[config.mk]
export PLATFORM = sky130hd
export DESIGN_NAME = ram_scan_reader
export DESIGN_NICKNAME = d
export VERILOG_FILES = /design/src/rtl/ram_scan_reader_pkg.sv /design/src/rtl/ram_scan_reader_dwell.sv /design/src/rtl/ram_scan_reader.sv
export SDC_FILE = /design/constraint.sdc
export NUM_CORES = 1
export LEC_CHECK = 0
export ABC_AREA = 1
export BUFFER_PORTS_ARGS = -buffer_cell sky130_fd_sc_hd__buf_2
export CELL_PAD_IN_SITES_DETAIL_PLACEMENT = 0
export CELL_PAD_IN_SITES_GLOBAL_PLACEMENT = 1
export CORE_MARGIN = 2
export CORE_UTILIZATION = 41
export CTS_BUF_LIST = sky130_fd_sc_hd__clkbuf_4
export DETAILED_ROUTE_END_ITERATION = 10
export GPL_TIMING_DRIVEN = 0
export PLACE_DENSITY_LB_ADDON = 0.12
export SLEW_MARGIN = 20
export SYNTH_ARGS = -nofsm -noshare
export SYNTH_HDL_FRONTEND = slang
export SYNTH_SLANG_ARGS = --single-unit
[constraint.sdc]
create_clock -name clk -period 1.6 [get_ports clk]
set_input_delay 0 -clock clk [delete_from_list [all_inputs] [get_ports clk]]
set_output_delay 0 -clock clk [all_outputs]
set_load 0.01 [all_outputs]
[src/rtl/ram_scan_reader_pkg.sv]
// rtl/ram_scan_reader_pkg.sv - shared RAM geometry, clock rate and scan FSM encodings
package ram_scan_reader_pkg;

   localparam int unsigned RAM_ADDR_W = 4;
   localparam int unsigned RAM_DATA_W = 2;
   localparam int unsigned CLK_HZ     = 12_000_000;

   typedef enum logic [1:0] {
      ST_IDLE    = 2'd0,
      ST_ISSUE   = 2'd1,
      ST_CAPTURE = 2'd2,
      ST_DWELL   = 2'd3
   } scan_state_e;

   // Counter width able to hold the value 'cycles'; never narrower than one bit.
   function automatic int unsigned dwell_cnt_w(input int unsigned cycles);
      return (cycles < 2) ? 1 : $clog2(cycles + 1);
   endfunction

endpackage

[src/rtl/ram_scan_reader_dwell.sv]
// rtl/ram_scan_reader_dwell.sv - load/count-down dwell timer with an expired flag
module dwell_timer
   import ram_scan_reader_pkg::*;
#(
   parameter int unsigned DWELL_CYCLES = 3_000_000
) (
   input  logic clk,
   input  logic rst,
   input  logic load_i,
   output logic expired_o
);

   localparam int unsigned CNT_W = dwell_cnt_w(DWELL_CYCLES);

   logic [CNT_W-1:0] cnt_q;
   logic [CNT_W-1:0] cnt_d;

   // Counts down to 1 and parks there; the cycle holding 1 is the last dwell cycle.
   always_comb begin
      cnt_d = cnt_q;
      if (load_i) begin
         cnt_d = CNT_W'(DWELL_CYCLES);
      end else if (cnt_q > CNT_W'(1)) begin
         cnt_d = cnt_q - CNT_W'(1);
      end
   end

   always_ff @(posedge clk or negedge rst) begin
      if (!rst) begin
         cnt_q <= '0;
      end else begin
         cnt_q <= cnt_d;
      end
   end

   assign expired_o = (cnt_q == CNT_W'(1));

endmodule

[src/rtl/ram_scan_reader.sv]
// rtl/ram_scan_reader.sv - walks every RAM address, captures each word and holds it for a dwell time
module ram_scan_reader
   import ram_scan_reader_pkg::*;
#(
   parameter int unsigned ADDR_W       = RAM_ADDR_W,
   parameter int unsigned DATA_W       = RAM_DATA_W,
   parameter int unsigned DWELL_CYCLES = 3_000_000
) (
   input  logic              clk,
   input  logic              rst,
   input  logic              start,
   input  logic              continuous,
   output logic              r_en,
   output logic [ADDR_W-1:0] r_addr,
   input  logic [DATA_W-1:0] r_data,
   output logic [DATA_W-1:0] out_data,
   output logic [ADDR_W-1:0] out_addr,
   output logic              out_valid,
   output logic              busy,
   output logic              done
);

   localparam logic [ADDR_W-1:0] ADDR_MAX = {ADDR_W{1'b1}};

   scan_state_e       state_q;
   logic [ADDR_W-1:0] addr_q;
   logic              r_en_q;
   logic [ADDR_W-1:0] r_addr_q;
   logic [DATA_W-1:0] out_data_q;
   logic [ADDR_W-1:0] out_addr_q;
   logic              out_valid_q;
   logic              busy_q;
   logic              done_q;
   logic              dwell_load;
   logic              dwell_expired;

   assign dwell_load = (state_q == ST_CAPTURE);

   dwell_timer #(
      .DWELL_CYCLES (DWELL_CYCLES)
   ) u_dwell (
      .clk       (clk),
      .rst       (rst),
      .load_i    (dwell_load),
      .expired_o (dwell_expired)
   );

   // Outputs are registered alongside the state so r_en/r_addr are glitch-free toward the RAM.
   always_ff @(posedge clk or negedge rst) begin
      if (!rst) begin
         state_q     <= ST_IDLE;
         addr_q      <= '0;
         r_en_q      <= 1'b0;
         r_addr_q    <= '0;
         out_data_q  <= '0;
         out_addr_q  <= '0;
         out_valid_q <= 1'b0;
         busy_q      <= 1'b0;
         done_q      <= 1'b0;
      end else begin
         r_en_q      <= 1'b0;
         r_addr_q    <= '0;
         out_valid_q <= 1'b0;
         done_q      <= 1'b0;
         case (state_q)
            ST_IDLE: begin
               // A start coinciding with the closing done pulse is dropped, not queued.
               if (start && !done_q) begin
                  state_q  <= ST_ISSUE;
                  addr_q   <= '0;
                  r_en_q   <= 1'b1;
                  r_addr_q <= '0;
                  busy_q   <= 1'b1;
               end
            end
            ST_ISSUE: begin
               state_q <= ST_CAPTURE;
            end
            ST_CAPTURE: begin
               out_data_q  <= r_data;
               out_addr_q  <= addr_q;
               out_valid_q <= 1'b1;
               state_q     <= ST_DWELL;
            end
            ST_DWELL: begin
               if (dwell_expired) begin
                  if (addr_q != ADDR_MAX) begin
                     addr_q   <= addr_q + ADDR_W'(1);
                     r_addr_q <= addr_q + ADDR_W'(1);
                     r_en_q   <= 1'b1;
                     state_q  <= ST_ISSUE;
                  end else begin
                     done_q <= 1'b1;
                     if (continuous) begin
                        addr_q   <= '0;
                        r_addr_q <= '0;
                        r_en_q   <= 1'b1;
                        state_q  <= ST_ISSUE;
                     end else begin
                        busy_q  <= 1'b0;
                        state_q <= ST_IDLE;
                     end
                  end
               end
            end
            default: begin
               state_q <= ST_IDLE;
            end
         endcase
      end
   end

   assign r_en      = r_en_q;
   assign r_addr    = r_addr_q;
   assign out_data  = out_data_q;
   assign out_addr  = out_addr_q;
   assign out_valid = out_valid_q;
   assign busy      = busy_q;
   assign done      = done_q;

endmodule
==> results.rst <==
.. list-table::
   :header-rows: 1

   * - Metric
     - Value
   * - Static Leak
     - 1.46 nW
   * - Post-Route Hold Slack
     - 0.0461 ns
   * - Met1 demand-to-capacity share in global routing
     - 24.5%
   * - Sequential cell area fraction in the yosys report
     - 43.8%
   * - CP bufs+invs
     - 2
   * - Top cells by area in the synthesized netlist
     - dfrtp_1 (44%), nand2_1 (12%), nor2_1 (7.7%)
   * - Number of slew-limit violations in the final report
     - 0
   * - Largest delay share family, worst path
     - simple AND/OR/NAND/NOR gates
   * - Via count of the routed design
     - 2066
   * - Die height
     - 80.5 um
   * - Total standard cell area after synthesis
     - 2400 um2
   * - Arrival time at the worst endpoint
     - 1.82 ns
   * - Final Cycle Share
     - 96.0%
   * - Number of nets in the synthesized netlist
     - 328
   * - Average wire per cell in the routed design
     - 13.2 um
   * - Number of placement rows
     - 27
   * - Ordered cell list for the critical path
     - nor2_2 > nand2_2 > nor2_4 > nand3_4 > nand2_4 > nand2_4 > buf_6 > nand2_2 > inv_2
   * - Layout cell share with drive strength beyond 1
     - 27.8%
   * - Post-synthesis share of cell area spent on and, or, nand and nor gates
     - 41.0%
   * - Setup Viol. Count Final
     - 0
   * - Leading post-synthesis cells by instance count
     - nand2_1 (79), nor2_1 (49), dfrtp_1 (42)
   * - CP max FO
     - 10
   * - # IOs
     - 20
   * - Yosys synthesis warning count
     - 0
   * - DRC
     - 0
   * - Final Wtd Congestion
     - 0.884
   * - Endpoint kind of the worst setup timing path
     - flop
   * - Detail-routed via count per cell
     - 4.78
   * - Mux contribution to synthesized area
     - 0%
   * - HPWL Detailed
     - 3980 um
   * - 1st-iter DRT viols
     - 97
   * - Asr flop ratio synth
     - 100%
   * - Tot GR Track Use
     - 19.6%
   * - Number of global-route vias before repair
     - 1910
   * - Global-route track usage on met3
     - 3.93%
   * - Clock tree from TritonCTS
     - built
   * - Flops & latches, synth
     - 42
   * - Most frequent cell after synthesis
     - nand2_1
   * - Initial Utilization
     - 43.0%
   * - # H-tree levels
     - 2
   * - Reg clk slew, reported paths
     - 0.14 ns
   * - Slowest library cell on the worst path
     - dfrtp_1
   * - Critical Path Max Stage Delay
     - 0.44 ns
   * - Clock tree buffer depth
     - 2
   * - Worst Path Class, Setup
     - flop to flop
   * - Largest net degree at the start of global routing
     - 43
   * - Post-synthesis adder-cell area fraction
     - 3.65%
   * - Core box area
     - 5570 um2
   * - CP required
     - 1.88 ns
   * - Post-Synthesis Cells
     - 315
   * - Number of buffers inserted by port buffering
     - 19
   * - Remaining antenna violation count
     - 0
   * - Diode insertion count for antenna repair
     - 0
   * - Layout-stage area growth over the synthesis result
     - 20.0%
   * - Yosys top cell area share
     - 43.8%
   * - Power Dens Cells
     - 1360 nW/um2
   * - Minimum clock period
     - 1.54 ns
   * - Overall power after layout
     - 0.00391 W
   * - Top achievable clock speed
     - 651 MHz
   * - Grt ovf
     - 0
   * - # nets final
     - 372
   * - Clock latency reported for the late side of the worst-skew pair
     - 0.37 ns
   * - M2 GR Usage
     - 32.5%
   * - Die outline area
     - 6470 um2
   * - Dominant combinational cell family by area after synthesis
     - simple AND/OR/NAND/NOR gates
   * - Most used flip-flop cell after synthesis
     - dfrtp_1
   * - Outcome
     - finished clean
   * - Max Cap Viol
     - 0
   * - Number of enable-type register cells in the synthesized netlist
     - 0
   * - Worst min-delay path category
     - primary input to flop
   * - Placed insts
     - 406
   * - Post-synthesis average cell area
     - 7.61 um2
   * - DR pass1 iterations
     - 4
   * - Cell chosen for the clock root
     - clkbuf_4
   * - Xor/xnor cell area share of the yosys netlist
     - 2.19%
   * - Most crowded layer after global routing
     - met2
   * - Crit path launch type
     - flop
   * - Highest ir drop seen on vdd
     - 0.000805 V
   * - Cell type with the largest total area after synthesis
     - dfrtp_1
   * - Final non-filler cell total
     - 432
   * - Hold Violations, Final
     - 0
   * - Measured slew at the worst slew-check pin
     - 0.557 ns
   * - Sink count of the clock tree
     - 42
   * - Clock Skew
     - 0.0146 ns
   * - Width of the chip
     - 80.5 um
   * - Number of buffers inserted during clock tree synthesis
     - 5
   * - Number of distinct library cells after synthesis
     - 28
   * - Wire length of the first global-routing pass
     - 9410 um
   * - Sum of routed wire length over all layers
     - 5690 um
   * - Slew Limit Headroom
     - 62.9%
   * - Initial antenna violation count
     - 0
   * - Share of the synthesized area in compound gates (AO/OA/AOI/OAI)
     - 2.40%
[final timing paths]
kind | start | to | depth (start not counted) | slack (ns)
setup / recovery | u_dwell.cnt_q[12] | u_dwell.cnt_q[18] | 9 | 0.06
setup reg to reg | u_dwell.cnt_q[12] | u_dwell.cnt_q[18] | 9 | 0.06
hold reg to reg | out_addr[1] | out_addr[1] | 2 | 0.48
min in group asynchronous | rst | u_dwell.cnt_q[9] | 2 | 0.15
hold / removal | start | r_en | 5 | 0.05
max in group asynchronous | rst | addr_q[0] | 2 | 1.03
[kinds of logic (layout without fill, tap and decap cells)]
| kind of cell | after synthesis | count (layout) |
|---|---|---|
| simple gates | 208 | 208 |
| flops | 42 | 42 |
| buf+inv | 42 | 87 |
| compound gates | 10 | 10 |
| fa+ha+maj | 7 | 7 |
| xor+xnor | 6 | 6 |
[state kept, by name, summed over array words and instances (netlist names)]
register,flops
addr_q,4
busy,1
done,1
out_addr,4
out_data,2
out_valid,1
r_addr,4
r_en,1
state_q,2
u_dwell.cnt_q,22
[power breakdown]
part	leakage [nW]	switching [W]	internal [W]
combinational	0.921	0.00114	0.000740
clock	0.0286	0.000378	0.000164
sequential	0.511	0.000195	0.00130
[worst min-delay path: stages]
cell	delay (ns)
buf_2	0.09
inv_1	0.04
nor2_1	0.05
a21oi_1	0.14
nor2_1	0.05
[cell type report]
| type | count | area (um2) |
|---|---|---|
| clock inverter | 3 | 16.3 |
| buffer | 4 | 45.0 |
| multi-input combinational | 231 | 1240 |
| sequential | 42 | 1060 |
| tap | 72 | 90.1 |
| clock buffer | 5 | 37.5 |
| inverter | 38 | 148 |
| timing repair buffer | 37 | 240 |
| fill | 577 | 2700 |
[layer usage]
| metal | part of all wire [%] | vias to the layer above |
|---|---|---|
| met2 | 49 | 24 |
| met4 | 2.2 | 0 |
| li1 | - | 1082 |
| met1 | 47 | 950 |
| met3 | 2.2 | 10 |
| met5 | 0 | - |
[layout by cell type (no fill, tap or decap), types with 10 or more instances in the layout]
cell type  count
inv_1         26
dfrtp_1       38
nand2_1       78
nor2_1        42
nand2_2       10
inv_2         11
nand3_1       34
nor2_2        11
buf_2         18
buf_4         17
[stage by stage]
step	util, %	instance area [um2]	setup WS [ns]	setup TNS, ns
finish	51.6	2880	0.0636	0
global route	51.6	2880	-0.00146	-0.00281
CTS	49.0	2730	0.0235	0
detailed placement	46.3	2580	-0.457	-7.17
global placement	46.3	2580	-0.452	-6.88
floorplan	-	2400	0.0549	0
[repair_timing]
| action | CTS | global route |
|---|---|---|
| endpoints found under the hold margin | 44 | 0 |
| gates resized for setup | 14 | 21 |
| buffers inserted | 3 | 12 |
| hold buffers | 3 | 0 |
| pin swaps | 1 | 6 |
| endpoints found under the setup margin | 32 | 31 |
(Power assumes the default switching activity.)
